===== config.mk =====
export PLATFORM = sky130hd
export DESIGN_NAME = mem_stage_ctrl
export DESIGN_NICKNAME = d
export VERILOG_FILES = /design/src/rtl/mem_stage_ctrl_pkg.sv /design/src/rtl/mem_stage_ctrl.sv
export SDC_FILE = /design/constraint.sdc
export NUM_CORES = 1
export LEC_CHECK = 0
export BUFFER_PORTS_ARGS = -buffer_cell sky130_fd_sc_hd__buf_2
export CAP_MARGIN = 10
export CORE_UTILIZATION = 42
export CTS_CLUSTER_SIZE = 24
export DETAILED_ROUTE_END_ITERATION = 16
export GPL_ROUTABILITY_DRIVEN = 0
export HOLD_SLACK_MARGIN = 0.15
export PLACE_DENSITY = 0.82
export SETUP_SLACK_MARGIN = 0.05
export SYNTH_ARGS = -nofsm -noshare
export SYNTH_HDL_FRONTEND = slang
export SYNTH_SLANG_ARGS = --single-unit

===== constraint.sdc =====
create_clock -name CLK -period 4 [get_ports CLK]
set_input_delay 0.4 -clock CLK [delete_from_list [all_inputs] [get_ports CLK]]
set_output_delay 0.4 -clock CLK [all_outputs]
set_load 0.1 [all_outputs]

===== src/rtl/mem_stage_ctrl_pkg.sv =====
// Shared pipeline definitions for the memory stage: FSM encoding and the
// word-alignment mask used for data-memory addressing.
package mem_stage_ctrl_pkg;

  typedef enum logic {
    IDLE   = 1'b0,
    ACCESS = 1'b1
  } mem_state_e;

  localparam logic [31:0] WORD_ALIGN_MASK = 32'hFFFF_FFFC;

endpackage


===== src/rtl/mem_stage_ctrl.sv =====
// MIPS memory-stage controller: issues load/store requests on a req/ack port,
// stalls upstream while an access is outstanding, registers MEM/WB fields.
//
// state  | meaning
// IDLE   | no access outstanding; non-memory ops pass straight to writeback
// ACCESS | request on DMReq, waiting for DMAck or timeout
module mem_stage_ctrl
  import mem_stage_ctrl_pkg::*;
#(
  parameter int TIMEOUT = 16
) (
  input  logic        CLK,
  input  logic        RST,
  input  logic        RFWEMin,
  input  logic        MtoRFSelMin,
  input  logic        DMWEMin,
  input  logic [31:0] DMdinMin,
  input  logic [31:0] ALUOutMin,
  input  logic [4:0]  RFWAMin,
  output logic        DMReq,
  output logic        DMWr,
  output logic [31:0] DMAddr,
  output logic [31:0] DMWData,
  input  logic [31:0] DMRData,
  input  logic        DMAck,
  output logic        MemStall,
  output logic        MemErr,
  output logic        RFWEWout,
  output logic        MtoRFSelWout,
  output logic [31:0] ALUOutWout,
  output logic [31:0] DMoutWout,
  output logic [4:0]  RFWAWout
);

  localparam int CNT_W = $clog2(TIMEOUT);
  localparam logic [CNT_W-1:0] CNT_LAST = CNT_W'(TIMEOUT - 1);

  mem_state_e       state_q, state_d;
  logic [CNT_W-1:0] cnt_q, cnt_d;
  logic             req_d, wr_d, err_d;
  logic [31:0]      addr_d, wdata_d;
  logic             rfwe_d, mtorf_d;
  logic [31:0]      aluout_d, dmout_d;
  logic [4:0]       rfwa_d;
  logic             mem_op, misaligned;

  assign mem_op     = MtoRFSelMin | DMWEMin;
  assign misaligned = (ALUOutMin & ~WORD_ALIGN_MASK) != 32'd0;

  always_comb begin
    state_d  = state_q;
    cnt_d    = cnt_q;
    req_d    = DMReq;
    wr_d     = DMWr;
    addr_d   = DMAddr;
    wdata_d  = DMWData;
    err_d    = MemErr;
    rfwe_d   = 1'b0;
    mtorf_d  = 1'b0;
    aluout_d = 32'd0;
    dmout_d  = 32'd0;
    rfwa_d   = 5'd0;
    MemStall = 1'b0;

    unique case (state_q)
      IDLE: begin
        cnt_d = '0;
        if (mem_op) begin
          if (misaligned) begin
            err_d = 1'b1;
          end else begin
            MemStall = 1'b1;
            state_d  = ACCESS;
            req_d    = 1'b1;
            wr_d     = DMWEMin;
            addr_d   = ALUOutMin & WORD_ALIGN_MASK;
            wdata_d  = DMdinMin;
          end
        end else begin
          rfwe_d   = RFWEMin;
          mtorf_d  = MtoRFSelMin;
          aluout_d = ALUOutMin;
          rfwa_d   = RFWAMin;
        end
      end

      ACCESS: begin
        // Upstream holds EX/MEM during the stall, so the inputs still describe
        // the in-flight instruction when the ack arrives.
        if (DMAck) begin
          state_d  = IDLE;
          req_d    = 1'b0;
          rfwe_d   = RFWEMin;
          mtorf_d  = MtoRFSelMin;
          aluout_d = ALUOutMin;
          rfwa_d   = RFWAMin;
          dmout_d  = DMWEMin ? 32'd0 : DMRData;
        end else if (cnt_q == CNT_LAST) begin
          state_d = IDLE;
          req_d   = 1'b0;
          err_d   = 1'b1;
        end else begin
          MemStall = 1'b1;
          cnt_d    = cnt_q + CNT_W'(1);
        end
      end

      default: state_d = IDLE;
    endcase
  end

  always_ff @(posedge CLK or posedge RST) begin
    if (RST) begin
      state_q      <= IDLE;
      cnt_q        <= '0;
      DMReq        <= 1'b0;
      DMWr         <= 1'b0;
      DMAddr       <= 32'd0;
      DMWData      <= 32'd0;
      MemErr       <= 1'b0;
      RFWEWout     <= 1'b0;
      MtoRFSelWout <= 1'b0;
      ALUOutWout   <= 32'd0;
      DMoutWout    <= 32'd0;
      RFWAWout     <= 5'd0;
    end else begin
      state_q      <= state_d;
      cnt_q        <= cnt_d;
      DMReq        <= req_d;
      DMWr         <= wr_d;
      DMAddr       <= addr_d;
      DMWData      <= wdata_d;
      MemErr       <= err_d;
      RFWEWout     <= rfwe_d;
      MtoRFSelWout <= mtorf_d;
      ALUOutWout   <= aluout_d;
      DMoutWout    <= dmout_d;
      RFWAWout     <= rfwa_d;
    end
  end

endmodule


==> results of run 1 <==
-- registers in the layout (all words and copies together), names as in the netlist --
register,count
ALUOutWout,32
DMWData,32
DMoutWout,32
DMAddr,30
RFWAWout,5
cnt_q,4
DMReq,1
DMWr,1
MemErr,1
MtoRFSelWout,1
RFWEWout,1
state_q,1
-- power by group --
part	total [µW]	switching, µW	internal, µW
registers	1720	98.6	1620
logic	2060	1680	380
clock network	1600	588	1020
total	5380	2360	3010
-- cell usage after synthesis --
cell	instances	area (µm²)
mux2_4	48	721
o31a_1	1	8.76
conb_1	1	3.75
nor3_1	2	10.0
dfrtp_1	141	3530
buf_6	8	90.1
a21oi_1	2	10.0
nand2_1	4	15.0
clkbuf_1	4	15.0
a31oi_1	1	6.26
buf_2	2	10.0
and2_1	32	200
nor2_2	1	6.26
o211ai_4	1	21.3
a211oi_1	1	7.51
nand3_1	1	5.00
nand4b_1	1	8.76
inv_4	1	6.26
a21o_1	1	7.51
mux2_2	15	169
nor4bb_1	1	10.0
nor2b_2	10	87.6
nor2b_1	28	175
buf_4	3	22.5
ha_1	1	12.5
inv_1	4	15.0
o21ai_0	2	10.0
nor2_1	3	11.3
and3_1	1	6.26
nand4_1	1	6.26
xnor2_1	1	8.76
-- routing by layer --
layer / up-vias / GRT usage [%] / part of all wire [%]
li1: 1557 / - / -
met1: 1665 / 20.0 / 39
met2: 161 / 30.5 / 51
met3: 23 / 6.32 / 8.0
met4: 0 / 9.21 / 2.3
met5: - / 0 / 0
-- worst paths after layout --
path / startpoint / depth (start not counted) / end / slack, ns
min: DMRData[13] / 2 / DMoutWout[13]$_DFF_PP0_ / 0.19
max reg2reg: state_q$_DFF_PP0_ / 4 / DMWData[0]$_DFFE_PP0P_ / 2.18
min reg2reg: MemErr$_DFFE_PP0P_ / 1 / MemErr$_DFFE_PP0P_ / 0.46
max in group asynchronous: RST / 4 / MemErr$_DFFE_PP0P_ / 2.60
min in group asynchronous: RST / 4 / DMAddr[10]$_DFFE_PP0P_ / 0.65
max: state_q$_DFF_PP0_ / 5 / MemStall / 1.43
-- through the flow --
step	area (µm²)	hold WS (ns)	total power (µW)
after floorplan	5220	0.529	3470
after global placement	6560	0.447	3780
after detailed placement	6560	0.449	3800
after CTS	7190	0.172	5430
after global routing	7190	0.176	5550
final	7190	0.192	5380
-- cell usage in the layout, fill, tap and decap left out, drive strengths merged --
cell,synthesis,layout
nor2,4,4
nand3,1,1
clkinv,0,5
a211oi,1,1
dlygate4sd3,0,1
buf,13,248
and2,32,32
and3,1,1
inv,5,5
dfrtp,141,141
nor2b,38,38
o21ai,2,2
nor3,2,2
a31oi,1,1
nand4b,1,1
nor4bb,1,1
nand4,1,1
conb,1,2
xnor2,1,1
mux2,63,63
clkbuf,4,19
a21o,1,1
o211ai,1,1
bufinv,0,3
ha,1,1
o31a,1,1
nand2,4,4
a21oi,2,2
clkinvlp,0,5
-- worst max-delay path: cells and delay by family (launching register included) --
| kind | cells | cell delay (ns) |
|---|---|---|
| AOI/OAI and AO/OA | 1 | 0.08 |
| buffers and inverters | 3 | 0.98 |
| and+or+nand+nor | 1 | 0.15 |
| DFF | 1 | 0.53 |
-- cell type report --
class / count / area share (%)
sequential: 141 / 49.1
multi-input combinational: 161 / 21.3
inverter: 5 / 0.348
tap: 168 / 2.92
clock inverter: 13 / 2.30
timing repair buffer: 249 / 17.7
clock buffer: 19 / 6.30
-- cell families after synthesis --
logic type | Yosys count | share of synthesized area (%)
other | 1 | 0.0719
flip-flops | 141 | 67.7
multiplexers | 63 | 17.1
XOR/XNOR | 1 | 0.168
buffers and inverters | 22 | 3.05
adder cells (fa/ha/maj) | 1 | 0.240
AND/OR/NAND/NOR | 85 | 10.4
AO/OA/AOI/OAI | 9 | 1.37
==> run_results.csv, run 1 <==
group,metric,value,unit
outcome,outcome,"completed",
timing,fin_skew,0.00471,ns
pwr,ir_drop,0.360,mV
cts,post_cts_buffers,0,
timing,setup_violations,0,
setup_path,startpoint_type,"register",
global_routing,antenna_found_initial,0,
cts,hold_buffers,1,
synth,ys_types,31,
setup_path,cp-end-kind,"output port",
synth,yosysWarnings,0,
routing,final_antenna_net_count,0,
placement,port_buffers,243,
placement,detailedPlace.worstSlack,1.80,ns
floorplanning,top_level_ports,246,
global_routing,grtUsageTotal,17.9,%
timing,finalSetupTns,0,ns
cells_and_area,fillCellCount,940,
cts,cts.repair.resized,0,
routing,drcViolationCount,0,
global_routing,grt_max_degree,75,
timing,tightestPinTransition,0.958,ns
cts,cts_tree,"done",
placement,dp.cells,723,
setup_path,max_stage_delay,0.56,ns
hold_path,holdCritPathClass,"input pin to register",
global_routing,first_global_vias,3596,
synth,yosys_register_bits,141,
cts,clk_latency,0.40,ns
floorplanning,core_area,0.0121,mm²
timing,worst_slack,1.43,ns
setup_path,timing_worst_setup_path_type,"register to output port",
setup_path,path_max_fanout,37,
routing,viasPerCell,4.51,
floorplanning,row_count,40,
timing,post-route-period-util,64.4,%
cts,cts_root_buf,"clkbuf_16",
cells_and_area,drive_gt1_share,60.9,%
global_routing,grt_pass1_wl,17400,µm
timing,clock.fmax,388,MHz
setup_path,crit_path_top_delay_cell,"buf_4",
timing,report.final.slew_viol_count,0,
routing,via_count,3406,
setup_path,path_cells,"inv_4 -> o211ai_4 -> buf_4 -> nand2_1 -> buf_2",
routing,initialDrtViolationCount,134,
cells_and_area,final_util,59.6,%
floorplanning,start_util,43.2,%
pwr,powerDensity,748,mW/mm²
synth,synth_area,0.00522,mm²
cells_and_area,nNetsFinal,683,
routing,wl,11400,µm
routing,drt_pass1_iterations,4,
cts,cts.path.max_buffers,2,
setup_path,cp.arrival,2.17,ns
timing,min_period,2.57,ns
cts,cts.sinks,141,
synth,synth.avg_cell_area,16.1,µm²
cells_and_area,seq_area,0.00353,mm²
timing,hold_viol_final,0,
synth,synthCells,323,
floorplanning,die_h,113,µm
timing,rsz0062_at_grt,"no",
timing,relSlewSlack,36.1,%
global_routing,overflow,0,
cts,cts_buffers,17,
floorplanning,fp.dieW,113,µm
floorplanning,dieArea,0.0129,mm²
cells_and_area,insertedDiodeCount,0,
job,cap_viol_max_count,0,
cts,htree_num_levels,4,
setup_path,cp_data_required_time,3.60,ns
cells_and_area,multiInputGateArea,0.00153,mm²
cells_and_area,fin_cells,756,
cts,path_clk_slew,0.06,ns
pwr,leakagePower,0.00394,µW
placement,hpwl,8130,µm
synth,ys_seq_area_share,67.7,%
cells_and_area,syn_to_final_growth,37.9,%
routing,wire_per_inst,15.1,µm
Note: power is estimated with default switching activity, not from simulation.
==> run 2, diff against run 1 <==
--- a/config.mk
+++ b/config.mk
@@ -7,12 +7,12 @@
 export LEC_CHECK = 0
 export BUFFER_PORTS_ARGS = -buffer_cell sky130_fd_sc_hd__buf_2
 export CAP_MARGIN = 10
-export CORE_UTILIZATION = 42
+export CORE_UTILIZATION = 46
 export CTS_CLUSTER_SIZE = 24
 export DETAILED_ROUTE_END_ITERATION = 16
 export GPL_ROUTABILITY_DRIVEN = 0
 export HOLD_SLACK_MARGIN = 0.15
-export PLACE_DENSITY = 0.82
+export PLACE_DENSITY = 0.85
 export SETUP_SLACK_MARGIN = 0.05
 export SYNTH_ARGS = -nofsm -noshare
 export SYNTH_HDL_FRONTEND = slang
==> constraint.sdc (replaced) <==
create_clock -name CLK -period 2.39 [get_ports CLK]
set_input_delay 0.239 -clock CLK [delete_from_list [all_inputs] [get_ports CLK]]
set_output_delay 0.239 -clock CLK [all_outputs]
set_load 0.1 [all_outputs]
==> run_results.csv, run 2 (same netlist as run 1, synthesis figures left out) <==
group,metric,value,unit
setup_path,cp-end-kind,"output port",
placement,hpwl,8400,µm
placement,port_buffers,243,
timing,hold_viol_final,0,
timing,rsz0062_at_grt,"no",
cells_and_area,seq_area,0.00353,mm²
pwr,p_total,9060,µW
timing,tightestPinTransition,0.562,ns
setup_path,path_delay_family,"flip-flops",
floorplanning,row_count,38,
cells_and_area,mostFrequentLayoutCells,"buf_2, dfrtp_1, dlygate4sd3_1, mux2_4, and2_1",
setup_path,max_stage_delay,0.41,ns
cells_and_area,insertedDiodeCount,0,
floorplanning,top_level_ports,246,
cts,path_clk_slew,0.06,ns
routing,drt_pass1_iterations,4,
timing,report.final.slew_viol_count,0,
floorplanning,fp.dieW,108,µm
timing,post-route-period-util,89.5,%
cells_and_area,fillCellCount,654,
setup_path,crit_top_cell,"nand2_1",
cells_and_area,drive_gt1_share,51.6,%
setup_path,path_max_fanout,5,
setup_path,path_buf_inv,1,
hold_path,min_from,"DMWEMin",
floorplanning,dieArea,0.0118,mm²
global_routing,overflow,0,
routing,final_antenna_net_count,0,
job,cap_viol_max_count,0,
global_routing,grt_pass1_wl,21400,µm
outcome,outcome,"completed",
cts,clk_latency,0.41,ns
cts,cts_root_buf,"clkbuf_16",
timing,finalSetupTns,0,ns
timing,clock.fmax,467,MHz
hold_path,holdCritPathClass,"input pin to register",
setup_path,startpoint_type,"register",
setup_path,r2r_start,"state_q$_DFF_PP0_",
cts,cts_buffers,17,
global_routing,antenna_found_initial,0,
setup_path,crit_path_top_delay_cell,"dfrtp_1",
timing,setup_violations,0,
routing,initialDrtViolationCount,173,
cells_and_area,mostFrequentLayoutCell,"buf_2",
cells_and_area,nNetsFinal,789,
cts,htree_num_levels,4,
global_routing,grtUsageTotal,25.0,%
setup_path,timing_worst_setup_path_type,"register to output port",
routing,wl,14500,µm
setup_path,cp.arrival,1.90,ns
pwr,ir_drop,1.10,mV
setup_path,cp_data_required_time,2.15,ns
routing,wire_per_inst,17.4,µm
setup_path,critical_path_depth,5,
cells_and_area,syn_to_final_growth,57.1,%
pwr,powerDensity,1110,mW/mm²
setup_path,startpoint,"cnt_q[0]$_DFFE_PP0P_",
routing,via_count,3871,
setup_path,r2r_cells,4,
timing,fin_hold_ws,0.207,ns
timing,min_period,2.14,ns
routing,viasPerCell,4.65,
timing,relSlewSlack,62.5,%
routing,drcViolationCount,0,
floorplanning,core_area,0.0109,mm²
global_routing,grt_max_degree,72,
floorplanning,die_h,108,µm
pwr,leakagePower,0.00438,µW
cells_and_area,top_regs,"ALUOutWout x32, DMWData x32, DMoutWout x32",
global_routing,first_global_vias,4186,
cts,cts.sinks,141,
timing,fin_skew,0.0104,ns
cts,cts.path.max_buffers,2,
cells_and_area,multiInputGateArea,0.00154,mm²
setup_path,path_cells,"ha_1 -> a31oi_2 -> nand2_1 -> nand2_1 -> buf_4",
hold_path,worstHoldPathCells,2,
floorplanning,start_util,47.7,%
cts,cts_tree,"done",
## run 2: changes by cell type in the layout (fill, tap and decap cells not counted), sizes merged
cell / before / now
clkinvlp: 5 / 2
buf: 248 / 250
dlygate4sd3: 1 / 105
bufinv: 3 / 2
clkinv: 5 / 4
inv: 5 / 4
clkbuf: 19 / 23
## run 2: what timing repair did
item	in CTS	in global routing
gates resized for setup	1	1
endpoints found under the hold margin	274	0
hold buffers	105	0
buffers inserted	0	0
setup endpoints to repair	1	1
## run 2: metal layers
metal	track usage, %	up-vias	part of all wire (%)
met3	7.96	29	7.4
met2	43.9	178	53
met5	0	-	0
met1	27.3	1899	37
met4	11.6	0	2.5
li1	-	1765	-
## run 2: layout make-up
| cell class | count | share of cell area [%] |
|---|---|---|
| multi-input cells | 161 | 18.8 |
| well taps | 140 | 2.14 |
| clock buffers | 23 | 5.96 |
| clock inverters | 7 | 1.07 |
| repair buffers | 355 | 28.7 |
| inverters | 5 | 0.306 |
| flip-flops and latches | 141 | 43.1 |
## run 2: report_power, final
group	total (µW)	leakage (µW)	internal [µW]	switching [µW]
clock	2550	0.000285	1630	919
combinational	3620	0.00230	753	2870
sequential	2890	0.00180	2710	181
## run 2: final timing paths
path                       slack, ns                      end
setup / recovery                0.25                 MemStall
hold / removal                  0.21         DMWr$_DFFE_PP0P_
setup reg to reg                0.60   DMAddr[24]$_DFFE_PP0P_
hold reg to reg                 0.46       MemErr$_DFFE_PP0P_
max in group asynchronous       1.57  ALUOutWout[0]$_DFF_PP0_
min in group asynchronous       0.50  DMoutWout[13]$_DFF_PP0_
## run 2: stage by stage
step	utilization (%)	cells	instance area, µm²	setup slack, ns
after floorplan	-	324	5220	0.388
after global placement	59.9	697	6560	0.585
after detailed placement	59.9	697	6560	0.473
after CTS	74.8	832	8180	0.160
after global routing	74.9	832	8190	0.125
final	74.9	832	8190	0.251
